`config.mk`:
```
export PLATFORM = sky130hd
export DESIGN_NAME = control_unit
export DESIGN_NICKNAME = d
export VERILOG_FILES = /design/src/rtl/control_unit.sv
export SDC_FILE = /design/constraint.sdc
export NUM_CORES = 1
export LEC_CHECK = 0
export ABC_AREA = 1
export CAP_MARGIN = 10
export CORE_AREA = 2 2 39 41
export DETAILED_ROUTE_END_ITERATION = 8
export DIE_AREA = 0 0 41 43
export GPL_ROUTABILITY_DRIVEN = 0
export PLACE_DENSITY = 0.67
export SETUP_SLACK_MARGIN = 0.2
export SYNTH_ARGS = -nofsm -noshare
export SYNTH_HDL_FRONTEND = slang
export SYNTH_SLANG_ARGS = --single-unit
```
`constraint.sdc`:
```
create_clock -name Clock -period 1.3 [get_ports Clock]
set_clock_uncertainty 0.2 [all_clocks]
set_input_delay 0.325 -clock Clock [delete_from_list [all_inputs] [get_ports Clock]]
set_output_delay 0.325 -clock Clock [all_outputs]
set_load 0.05 [all_outputs]
```
`src/rtl/control_unit.sv`:
```
// -----------------------------------------------------------------------------
// control_unit
//
// Instruction-sequencing control unit for the 8-bit practical processor.
// Steps through START -> FETCH -> DECODE -> EXEC (-> FETCH ...) and drives the
// datapath load/select strobes from the registered state and the opcode held
// in IR[7:5]. Opcode 111 parks the machine in HALT until Reset.
//
// Optional feature (compile-time macro CU_INPUT_WAIT_EN):
//   defined   : the INPUT instruction holds in EXEC until Enter is seen high,
//               loading the accumulator only in that cycle.
//   undefined : INPUT completes in a single EXEC cycle and Enter is ignored.
//
// Parameters:
//   OPW      opcode width, taken from the top of IR (default 3 -> IR[7:5])
//
// Ports:
//   Clock    in   system clock, rising edge active
//   Reset    in   synchronous active-high reset, forces START
//   IR       in   instruction register [7:5] opcode, [4:0] address
//   Aeq0     in   accumulator == 0 flag (looked at in EXEC only)
//   Apos     in   accumulator > 0 flag (looked at in EXEC only)
//   Enter    in   user input-ready strobe (CU_INPUT_WAIT_EN builds only)
//   IRload   out  load IR from memory
//   PCload   out  load PC
//   JMPmux   out  PC source: 1 = IR[4:0], 0 = PC+1
//   Meminst  out  memory address source: 1 = PC, 0 = IR[4:0]
//   MemWr    out  memory write enable
//   Asel     out  accumulator source: 00 ALU, 01 external input, 10 memory
//   Aload    out  load accumulator
//   Sub      out  ALU op: 1 = subtract, 0 = add
//   Halt     out  processor halted
//   State    out  current state encoding (debug)
// -----------------------------------------------------------------------------
module control_unit #(
  parameter int OPW = 3
) (
  input  logic       Clock,
  input  logic       Reset,
  input  logic [7:0] IR,
  input  logic       Aeq0,
  input  logic       Apos,
  input  logic       Enter,
  output logic       IRload,
  output logic       PCload,
  output logic       JMPmux,
  output logic       Meminst,
  output logic       MemWr,
  output logic [1:0] Asel,
  output logic       Aload,
  output logic       Sub,
  output logic       Halt,
  output logic [2:0] State
);

  typedef enum logic [2:0] {
    START  = 3'd0,
    FETCH  = 3'd1,
    DECODE = 3'd2,
    EXEC   = 3'd3,
    HALT   = 3'd4
  } state_t;

  localparam logic [OPW-1:0] OP_LOAD  = OPW'(0);
  localparam logic [OPW-1:0] OP_STORE = OPW'(1);
  localparam logic [OPW-1:0] OP_ADD   = OPW'(2);
  localparam logic [OPW-1:0] OP_SUB   = OPW'(3);
  localparam logic [OPW-1:0] OP_INPUT = OPW'(4);
  localparam logic [OPW-1:0] OP_JZ    = OPW'(5);
  localparam logic [OPW-1:0] OP_JPOS  = OPW'(6);
  localparam logic [OPW-1:0] OP_HALT  = OPW'(7);

  localparam logic [1:0] ASEL_ALU = 2'b00;
  localparam logic [1:0] ASEL_IN  = 2'b01;
  localparam logic [1:0] ASEL_MEM = 2'b10;

  state_t         state_q;
  state_t         state_n;
  logic [OPW-1:0] opcode;

  assign opcode = IR[7 -: OPW];
  assign State  = state_q;

  // The address field only feeds the datapath; it is not decoded here.
  logic unused_addr;
  assign unused_addr = ^IR[7-OPW:0];

`ifndef CU_INPUT_WAIT_EN
  logic unused_enter;
  assign unused_enter = Enter;
`endif

  // State register: Reset wins over any pending transition, including HALT
  // and an INPUT wait.
  always_ff @(posedge Clock) begin
    if (Reset) begin
      state_q <= START;
    end else begin
      state_q <= state_n;
    end
  end

  // Next-state and Moore/Mealy outputs. Everything defaults to 0 so that each
  // state only names the strobes it raises.
  always_comb begin
    state_n = START;
    IRload  = 1'b0;
    PCload  = 1'b0;
    JMPmux  = 1'b0;
    Meminst = 1'b0;
    MemWr   = 1'b0;
    Asel    = ASEL_ALU;
    Aload   = 1'b0;
    Sub     = 1'b0;
    Halt    = 1'b0;

    unique case (state_q)
      START: begin
        state_n = FETCH;
      end

      FETCH: begin
        // Read the instruction at PC into IR and step PC to PC+1.
        IRload  = 1'b1;
        PCload  = 1'b1;
        JMPmux  = 1'b0;
        Meminst = 1'b1;
        state_n = DECODE;
      end

      DECODE: begin
        // Meminst=0 already presents the operand address so EXEC sees valid
        // memory data for LOAD.
        Meminst = 1'b0;
        state_n = (opcode == OP_HALT) ? HALT : EXEC;
      end

      EXEC: begin
        state_n = FETCH;
        case (opcode)
          OP_LOAD: begin
            Asel  = ASEL_MEM;
            Aload = 1'b1;
          end
          OP_STORE: begin
            MemWr = 1'b1;
          end
          OP_ADD: begin
            Asel  = ASEL_ALU;
            Sub   = 1'b0;
            Aload = 1'b1;
          end
          OP_SUB: begin
            Asel  = ASEL_ALU;
            Sub   = 1'b1;
            Aload = 1'b1;
          end
          OP_INPUT: begin
`ifdef CU_INPUT_WAIT_EN
            // Park in EXEC until the user strobes Enter; no timeout.
            if (Enter) begin
              Asel  = ASEL_IN;
              Aload = 1'b1;
            end else begin
              state_n = EXEC;
            end
`else
            Asel  = ASEL_IN;
            Aload = 1'b1;
`endif
          end
          OP_JZ: begin
            if (Aeq0) begin
              JMPmux = 1'b1;
              PCload = 1'b1;
            end
          end
          OP_JPOS: begin
            if (Apos) begin
              JMPmux = 1'b1;
              PCload = 1'b1;
            end
          end
          default: begin
            // HALT opcode never reaches EXEC; treat defensively as a no-op.
          end
        endcase
      end

      HALT: begin
        Halt    = 1'b1;
        state_n = HALT;
      end

      default: begin
        // Encodings 5-7 recover to START with all strobes low.
        state_n = START;
      end
    endcase
  end

endmodule

```
==> impl_metrics.csv <==
group,metric,value,unit
run_status,status,"finished, violations left",
run_status,violations,"negative setup slack",
clock_network,clkTransAtPathRegs,0.04,ns
route,postRouteWirelength,1320,µm
global_routing,gr-usage-all-layers,17.7,%
sta,worst_hold_margin,0.479,ns
sta,timing.final.ws_setup,-0.467,ns
route,post_drt_wl_per_cell,11.9,µm
clock_network,clk_latency,0.24,ns
setup_path,arrival_time_of_data_at_the_critical_path_endpoint,1.24,ns
floorplanning,initial_core_util,19.1,%
global_routing,grt_start_max_net_pins,6,
setup_path,cp-end-kind,"primary output",
synthesis,syn-cell-area,264,µm²
sta,timing.fmax,566,MHz
floorplanning,die_h,43,µm
route,met1_wirelength,399,µm
placed_design,dpl.cell_count,96,
route,postRouteAntennaNets,0,
floorplanning,pin_count,26,
route,first_iter_violations,2,
synthesis,synth_compound_area_share,5.21,%
sta,grt_setup_unrepaired,"yes",
setup_path,path_max_fanout,2,
run,timing.max_cap.violations,0,
setup_path,crit-reg2reg-capture,"State[0]",
route,dr_wl_met3,75,µm
cells_and_area,final-instance-count-excl-fill,111,
power,power.density_cell_area,944,mW/mm²
sta,hold_fails_final_rpt,0,
setup_path,setup.worst_path.class,"register to primary output",
route,drcViolationCount,0,
synthesis,post_synth_num_cell_types,16,
cells_and_area,commonest_non_fill_non_tap_cell_in_the_layout,"sky130_fd_sc_hd__buf_12",
route,topRoutingLayerUsed,"met4",
clock_network,clockRootBuffer,"sky130_fd_sc_hd__clkbuf_4",
clock_network,tritoncts,"done",
hold_path,hold_path_cells,4,
synthesis,synth_cells,44,
synthesis,synth-xor-area-share,0,%
cells_and_area,n_antenna_cell,0,
route,vias,488,
hold_path,timing.hold.worst.class,"register to register",
synthesis,postSynthRegisterBits,3,
sta,timing.max_slew.rel_slack,81.2,%
route,tritonroute_pass_1_iters,4,
setup_path,crit_required,0.77,ns
synthesis,ys_seq_area_share,22.7,%
setup_path,r2r-start,"State[0]",
synthesis,synth_top_family_by_area,"simple AND/OR/NAND/NOR gates",
cells_and_area,largest_register_ffs,3,
synthesis,synth_adder_area_share,0,%
floorplanning,core,0.00138,mm²
placed_design,port-buffer-count,19,
clock_network,clkSinkCount,3,
floorplanning,design.die.area,0.00176,mm²
power,peakVddDrop,0.782,mV
global_routing,initial_antenna_violation_count,0,
route,wl_met2,797,µm
sta,timing_worst_slew_pin_value,0.279,ns
sta,final-setup-viol-count,14,
route,drt-vias-per-instance,4.40,
synthesis,avgSynthCellArea,6.00,µm²
sta,setup_tns,-5.10,ns
synthesis,synth-simple-area-share,59.2,%
placed_design,post-dp-hpwl,860,µm
cells_and_area,syn2layout_area_growth,298,%
setup_path,r2r_setup_slack,-0.04,ns
global_routing,grt_overflow,0,
synthesis,syn-num-nets,57,
sta,timing.final.crit_period,1.77,ns
hold_path,hold_path.startpoint,"State[0]",
power,total_leakage_power,0.475,nW
global_routing,number_of_global_route_vias_before_repair,509,
clock_network,count_of_h_tree_levels_built_during_cts,1,
sta,post-route-period-util,136,%
synthesis,portion_of_netlist_area_occupied_by_mux_cells,0,%
floorplanning,floorplan.rows,14,
cells_and_area,most-common-layout-cells,"sky130_fd_sc_hd__buf_12 (15), sky130_fd_sc_hd__buf_6 (14), sky130_fd_sc_hd__buf_4 (12), sky130_fd_sc_hd__nand2_1 (6)",
hold_path,min_delay_worst_endpoint,"State[2]",
global_routing,wire_length_of_the_first_global_routing_pass,2060,µm
setup_path,ff2ff_path_depth,8,
sta,timing.final.max_slew_violations,0,
floorplanning,die_w,41,µm
cells_and_area,final_layout_size_suffix_gt1_share,80.0,%
clock_network,max-clock-path-buffers,2,
synthesis,synthesis.yosys.warnings,0,
clock_network,cts-buffers-inserted,3,
setup_path,setup.worst_path.start_class,"register",
cells_and_area,finish.net_count,109,
-- cells by family (layout without fill, tap and decap cells) --
logic type	Yosys count	after routing
compound gates	2	2
simple gates	31	31
flops	3	3
buf+inv	8	59
-- power breakdown --
part | switching (W) | internal, W
combinational | 0.000328 | 0.000367
clock | 0.0000575 | 0.000116
sequential | 0.0000164 | 0.000107
-- routing by layer --
layer,up-vias,GRT usage (%)
met4,0,12.0
met2,21,30.0
met1,220,17.3
met5,-,0
met3,5,4.19
li1,242,-
-- timing repair --
action / CTS / global route
setup buffers: 4 / 7
hold buffers: 0 / 0
gates resized for setup: 30 / 16
setup endpoints to repair: 16 / 16
pin swaps: 9 / 10
-- worst max-delay path: stages (launching register included) --
cell                         delay [ns]
sky130_fd_sc_hd__dfxtp_4           0.34
sky130_fd_sc_hd__buf_4             0.13
sky130_fd_sc_hd__buf_6             0.10
sky130_fd_sc_hd__buf_6             0.11
sky130_fd_sc_hd__nand2_4           0.08
sky130_fd_sc_hd__clkinvlp_4        0.09
sky130_fd_sc_hd__buf_12            0.15
-- Yosys cell counts (all sizes together) --
master | instances | area, µm²
a21oi | 2 | 13.8
buf | 1 | 7.51
nand4 | 2 | 12.5
dfxtp | 3 | 60.1
nor3b | 1 | 12.5
nor2 | 10 | 42.5
nand3 | 2 | 15.0
nand2 | 13 | 51.3
nor3 | 2 | 10.0
inv | 7 | 26.3
nor4 | 1 | 12.5
-- final cells by class --
cell class | count | area, µm²
Clock buffer | 4 | 26.3
Sequential cell | 3 | 71.3
Multi-Input combinational cell | 33 | 284
Inverter | 7 | 37.5
Timing Repair Buffer | 48 | 612
Fill cell | 106 | 333
Tap cell | 16 | 20.0
-- how the worst max path moves through the flow --
stage          startpoint  endpoint  slack [ns]
3_3_place_gp        IR[6]   Asel[0]       -0.70
3_5_place_dp        IR[6]   Asel[0]       -0.74
4_1_cts          State[2]       Sub       -0.47
2_1_floorplan    State[1]       Sub       -0.52
6_report         State[2]      Halt       -0.47
5_1_grt          State[2]    PCload       -0.53
-- metrics by stage --
| step | utilization [%] | worst slack (ns) | instance area [µm²] | power (W) |
|---|---|---|---|---|
| 4_1_cts | 68.1 | -0.474 | 942 | 0.000892 |
| 5_1_grt | 75.9 | -0.525 | 1050 | 0.00106 |
| 3_3_place_gp | 59.9 | -0.704 | 828 | 0.000661 |
| 3_5_place_dp | 59.9 | -0.742 | 828 | 0.000670 |
| 6_report | 75.9 | -0.467 | 1050 | 0.000992 |
| 2_1_floorplan | - | -0.517 | 352 | 0.000378 |
Note: power is estimated with default switching activity, not from simulation.
